--- src/rtl/nbit_serial_subtractor.sv ---
`default_nettype none
// ============================================================================
// Module      : nbit_serial_subtractor
// Description : Digit-serial N-bit unsigned subtractor. Computes
//               d = a - b - bin, K bits per clock, through a registered
//               borrow chain. The operation takes N/K RUN cycles. Valid/ready
//               handshakes are used on the input side and on the output side.
//               Optional feature: define SUB_SIGNED_OVF_EN to add the ovf
//               output, which is the two's-complement overflow flag.
// Revision    : 1.0 - initial release
// ============================================================================
module nbit_serial_subtractor #(
    parameter int N = 8,   // operand/result width, must be a multiple of K
    parameter int K = 2    // digit width, 1..N
) (
    input  logic         clk,
    input  logic         rst_n,
    input  logic         in_valid,
    output logic         in_ready,
    input  logic [N-1:0] a,
    input  logic [N-1:0] b,
    input  logic         bin,
    output logic         out_valid,
    input  logic         out_ready,
    output logic [N-1:0] d,
    output logic         bout
`ifdef SUB_SIGNED_OVF_EN
    ,
    output logic         ovf
`endif
);

    // Number of digits per operation and the counter that walks them.
    localparam int             DIGITS     = N / K;
    localparam int             CW         = (DIGITS > 1) ? $clog2(DIGITS) : 1;
    localparam logic [CW-1:0]  LAST_DIGIT = CW'(DIGITS - 1);

    typedef enum logic [1:0] {
        IDLE = 2'd0,
        RUN  = 2'd1,
        DONE = 2'd2
    } state_t;

    state_t         state;
    state_t         state_next;

    logic [N-1:0]   a_sh;       // minuend, shifted right one digit per RUN cycle
    logic [N-1:0]   b_sh;       // subtrahend, shifted in step with a_sh
    logic           br;         // borrow carried between digits
    logic [CW-1:0]  cnt;        // index of the digit being processed
    logic [K-1:0]   digit;      // difference bits of the current digit
    logic [K:0]     chain;      // ripple borrow through the current digit
    logic [N-1:0]   d_next;     // d with the current digit shifted in at the MSB
    logic           last_digit;

`ifdef SUB_SIGNED_OVF_EN
    logic           a_msb;      // sign bits of the original operands, kept for ovf
    logic           b_msb;
`endif

    assign last_digit = (cnt == LAST_DIGIT);

    // ------------------------------------------------------------------------
    // K-bit ripple-borrow slice, fed by the low digit of the shifted operands
    // ------------------------------------------------------------------------
    assign chain[0] = br;

    generate
        for (genvar i = 0; i < K; i++) begin : g_bit
            assign digit[i]   = a_sh[i] ^ b_sh[i] ^ chain[i];
            assign chain[i+1] = (~a_sh[i] & b_sh[i]) | (~(a_sh[i] ^ b_sh[i]) & chain[i]);
        end
    endgenerate

    // The result fills from the MSB side. After DIGITS shifts, the first
    // digit has reached bit 0. With K == N there is nothing to keep.
    generate
        if (K == N) begin : g_full_digit
            assign d_next = digit;
        end else begin : g_part_digit
            assign d_next = {digit, d[N-1:K]};
        end
    endgenerate

    // ------------------------------------------------------------------------
    // Control
    // ------------------------------------------------------------------------

    // State register. Reset lands in IDLE and drops any partial operation.
    always_ff @(posedge clk or negedge rst_n) begin
        if (!rst_n) begin
            state <= IDLE;
        end else begin
            state <= state_next;
        end
    end

    // Next-state decode. in_valid is only looked at in IDLE.
    always_comb begin
        state_next = state;
        case (state)
            IDLE: begin
                if (in_valid) begin
                    state_next = RUN;
                end
            end
            RUN: begin
                if (last_digit) begin
                    state_next = DONE;
                end
            end
            DONE: begin
                if (out_ready) begin
                    state_next = IDLE;
                end
            end
            default: begin
                state_next = IDLE;
            end
        endcase
    end

    // Both handshake outputs decode the state register directly. This keeps
    // out_ready from reaching in_ready in the same cycle.
    assign in_ready  = (state == IDLE);
    assign out_valid = (state == DONE);

    // ------------------------------------------------------------------------
    // Datapath
    // ------------------------------------------------------------------------

    // Capture operands on accept, step one digit per RUN cycle, hold in DONE.
    always_ff @(posedge clk or negedge rst_n) begin
        if (!rst_n) begin
            a_sh  <= '0;
            b_sh  <= '0;
            br    <= 1'b0;
            cnt   <= '0;
            d     <= '0;
            bout  <= 1'b0;
`ifdef SUB_SIGNED_OVF_EN
            a_msb <= 1'b0;
            b_msb <= 1'b0;
            ovf   <= 1'b0;
`endif
        end else begin
            case (state)
                IDLE: begin
                    if (in_valid) begin
                        a_sh  <= a;
                        b_sh  <= b;
                        br    <= bin;
                        cnt   <= '0;
`ifdef SUB_SIGNED_OVF_EN
                        a_msb <= a[N-1];
                        b_msb <= b[N-1];
`endif
                    end
                end
                RUN: begin
                    a_sh <= a_sh >> K;
                    b_sh <= b_sh >> K;
                    br   <= chain[K];
                    d    <= d_next;
                    cnt  <= cnt + CW'(1);
                    if (last_digit) begin
                        bout <= chain[K];
`ifdef SUB_SIGNED_OVF_EN
                        // The top bit of the last digit becomes d[N-1].
                        ovf  <= (a_msb ^ b_msb) & (digit[K-1] ^ a_msb);
`endif
                    end
                end
                default: begin
                    // DONE: results stay put until the consumer takes them.
                end
            endcase
        end
    end

endmodule
`default_nettype wire

--- config.mk ---
export PLATFORM = sky130hd
export DESIGN_NAME = nbit_serial_subtractor
export DESIGN_NICKNAME = d
export VERILOG_FILES = /design/src/rtl/nbit_serial_subtractor.sv
export SDC_FILE = /design/constraint.sdc
export NUM_CORES = 1
export LEC_CHECK = 0
export CORE_MARGIN = 3
export CORE_UTILIZATION = 40
export DETAILED_ROUTE_END_ITERATION = 16
export PLACE_DENSITY = 0.69
export SYNTH_ARGS = -nofsm -noshare
export SYNTH_HDL_FRONTEND = slang
export SYNTH_SLANG_ARGS = --single-unit
--- constraint.sdc ---
create_clock -name clk -period 3.31 [get_ports clk]
set_input_delay 0.993 -clock clk [delete_from_list [all_inputs] [get_ports clk]]
set_output_delay 0.993 -clock clk [all_outputs]
set_load 0.05 [all_outputs]
Yosys cells after proc, flatten, opt, wreduce, memory -nomap -nowiden --
Cells that the tools add are included.
Storage, ports and cells: register bits after elaboration 30
Cells by class: bitwise gates (word level) 14, add/sub/neg operators 1, mux-type cells 12, reductions and logical operators 5, eq/ne operators 6
Operator list (count):
- one-hot mux 8 bit (2 select lines) | 2
- two-way mux 8 bit | 2
- two-way mux 2 bit | 4
- one-hot mux 2 bit (3 select lines) | 1
- AND 1 bit | 4
- == test 2 bit (second input constant) | 2
- inequality test 2 bit (second input constant) | 2
- inverter 1 bit | 4
- one-hot mux 2 bit (2 select lines) | 1
- AND reduction 2 bit | 2
- XOR 1 bit | 4
- AND reduction 3 bit | 1
- adder 2 x 1 -> 2 bit (second input constant) | 1
- == test 2 x 1 -> 1 bit (second input constant) | 1
- zero test 2 bit | 1
- inequality test 2 x 1 -> 1 bit (second input constant) | 1
- OR 1 bit | 2
- one-hot mux 1 bit (2 select lines) | 1
- nonzero test 2 bit | 1
- two-way mux 1 bit | 1

Longest topological paths before layout --
depth after elaboration 7, mapped depth 7, mapped depth without buffers 7

Least setup slack after synthesis --
No wires, ideal clock.
kind register to output, start reg state[0], end out in_ready, cell stages (with the launch flop) 3, data arrival time 1.300 ns, setup slack 1.017 ns, data required time 2.317 ns, cell sequence dfrtp_1 buf_4 nor2_1
Between the ends: cells in the longest elaborated chain, start to end 1
Ends and longest elaborated chain:
- start: declaration | RTL line 44 | state_t state;
- start signal: assignment | RTL line 94 | state <= state_next;
- zero test 2 bit | RTL line 125 | assign in_ready = (state == IDLE);
- end: declaration | RTL line 19 | output logic in_ready,
No other way between the ends.

Worst setup path after layout --
start reg state[1], end out out_valid
Between the ends: cells in the longest elaborated chain, start to end 1
Ends and longest elaborated chain:
- == test 2 bit | RTL line 126 | assign out_valid = (state == DONE);
- end: declaration | RTL line 23 | output logic out_valid,
No other way between the ends.

==> results.md <==
* Mapped Avg Cell Area at 11.00 sq um
* Worst reg2reg setup slack at 1590 ps
* CP arrival at 2150 ps
* Die W at ~66 um
* Hold_buf cts at 0
* Core area at between 3000 and 4000 sq um
* Die Y at between 60 and 70 um
* Placed cell areas at 1698 sq um
* Run status: completed
* Final worst slack at 162.2 ps
* H-tree depth at 2
* Top_reg_cell synth: dfrtp_1
* Synthesis-to-layout area growth at 24.16%
* Hold depth at 2
* Slew @ Worst Pin at between 500 and 600 ps
* Fmax at ~320 MHz
* WS Path Type: reg -> out
* Hold path start: bout
* Max-slew violations at 0
* Worst-path clk slew at 100 ps
* Syn nets at 153
* Layout cells sized above 1 at 0.1290
* DRC at 0
* Setup Buffers After CTS at 0
* Die Footprint at 4297 sq um
* Post-synthesis cell count at 129
* N_diodes at 0
* RR Startpoint: a_sh[0]
* Post-synth ARST share at 1.000
* Synth area leaders: dfrtp_1 (53%), o22ai_1 (9.3%), mux2_4 (5.3%), o21ai_0 (4.2%), a21oi_1 (3.9%)
* YS warnings at 0
* GRT Total Usage at 0.1510
* Seq/Total Area, Yosys at 0.5291
* Leak at 0.7390 nW
* Gpl congestion at approximately 0.8
* Critical path peak fanout at 14
* Final hold violations at 0
* Post-synth EDFFs at 0
* Pre-CTS WS at roughly 560 ps
* Final wirelength at about 2900 um
* R2R Path End: d[7]
* Final instance area at between 1500 and 2000 sq um
* Num CTS Buffers at 5
* Power per cell area at roughly 1100 nW/um^2
* Cts repair resizes at 0
* CTS Root Cell: clkbuf_4
* Register bit total from synthesis at 30
* RSZ-0062 raised after global routing: no
* Post-Syn Area at ~1400 sq um
* Vias in the first global route at approximately 1,000
* Worst Hold End: bout
* Clock net sink count at 30
* Via count at ~1,100
* CTS tree: built
* # rows at 20
* Clock Tree Buf Depth at 2
* Wire per inst at approximately 15 um
* Final period util at 0.9510
* Worst Skew at around 10 ps
* Final worst path period need at about 3100 ps
* Worst Setup Start Kind: flop
* Worst vdd ir at 0.3520 mV
* Worst-case reg-to-reg path depth at 5
* Setup crit end kind: output port
* # nets final at 178
* Synth cell types at 23
* Setup violators final at 0
* Pre-antenna DRT Iters at 4
* Hold Crit Class: reg -> reg
* Post-synth top area cell: dfrtp_1
* First-pass GRT wire length at between 4000 and 5000 um
* MaxCap Viol Count at 0
* Top cell type's share of synthesized area at 0.5291
* Ports at 32
* Fill cells at 317
* Post-synth top cells: dfrtp_1 (30), o22ai_1 (21), o21ai_0 (12), a21oi_1 (11), buf_4 (7)
* Initial Util at 0.4430
* Worst skew pair latency at roughly 350 ps
* Fin Setup TNS at 0 ps
* Largest net degree at the start of global routing at 31
* Hpwl dp at 1985 um
* DR iter-0 viols at 29
* Post-route ant nets at 0
* Required @ worst endpoint at approximately 2300 ps
* Buffers on Ports at 31
* Worst rel slew slack at 0.6001
* Vias per std cell at 5.337
* Total gr overflow at 0
* Initial antenna violation count at 0
* Most frequent cell after synthesis: dfrtp_1
[layout by cell type (no fill, tap or decap)]
cell type / n
clkdlybuf4s50_1: 31
dfrtp_1: 30
o22ai_1: 21
o21ai_0: 12
a21oi_1: 11
inv_1: 6
nand2_1: 6
nor2_1: 5
mux2_4: 5
clkbuf_4: 5
nand2b_1: 3
nand3b_1: 3
mux2_2: 2
o221a_2: 2
fa_1: 2
inv_2: 1
nand2b_4: 1
o31ai_1: 1
and2b_1: 1
o2bb2ai_1: 1
a2bb2oi_1: 1
ha_1: 1
clkinv_2: 1
clkbuf_8: 1
clkinvlp_4: 1
buf_4: 1
[worst max path at each step]
stage | cells after the start | endpoint | start | slack [ps]
3_5_place_dp | 3 | out_valid | state[1] | 560
5_1_grt | 3 | out_valid | state[1] | 5
2_1_floorplan | 2 | in_ready | state[0] | 1020
3_3_place_gp | 3 | out_valid | state[1] | 600
4_1_cts | 3 | out_valid | state[1] | 150
6_report | 3 | out_valid | state[1] | 160
[state kept, by name (all words and copies together) (netlist names)]
| register | count |
|---|---|
| a_sh | 8 |
| b_sh | 8 |
| bout | 1 |
| br | 1 |
| cnt | 2 |
| d | 8 |
| state | 2 |
[metal layers]
layer,vias up,part of all wire,track usage
met5,-,0,0
met3,8,0.071,0.06154
met2,35,0.47,0.2314
met4,0,0.018,0.06477
li1,509,-,-
met1,510,0.44,0.1871
[cell families after synthesis]
kind of cell	synth area share
buffers and inverters	0.08465
AO/OA/AOI/OAI	0.2072
flip-flops	0.5291
AND/OR/NAND/NOR	0.07319
multiplexers	0.06878
adder cells (fa/ha/maj)	0.03704
[worst max-delay path: stages (launching register included)]
cell	delay, ps
dfrtp_1	550
inv_1	280
nor2_1	160
clkdlybuf4s50_1	820
[power by group]
group,leakage (nW),switching (mW),internal (mW)
clock network,0.0343,0.138,0.102
logic,0.345,0.544,0.425
registers,0.360,0.156,0.547
total,0.739,0.837,1.07
[per-stage QoR]
stage               instances  hold WS, ps  power (mW)    util
finish                    199        494.8       1.912  0.5500
global route              199        531.7       2.053  0.5500
CTS                       199        500.7       1.925  0.5500
detailed placement        191        477.8       1.685  0.5301
global placement          191        472.2       1.660  0.5301
floorplan                 129        459.8       1.493       -
[area by class of cell]
class	count	area [sq um]	area share
inverters	7	26.28	0.01491
well taps	44	55.05	0.03125
clock buffers	6	51.30	0.02912
multi-input cells	78	548.0	0.3111
flip-flops and latches	30	750.7	0.4261
clock inverters	2	12.51	0.007102
repair buffers	32	317.8	0.1804
(Power assumes the default switching activity.)
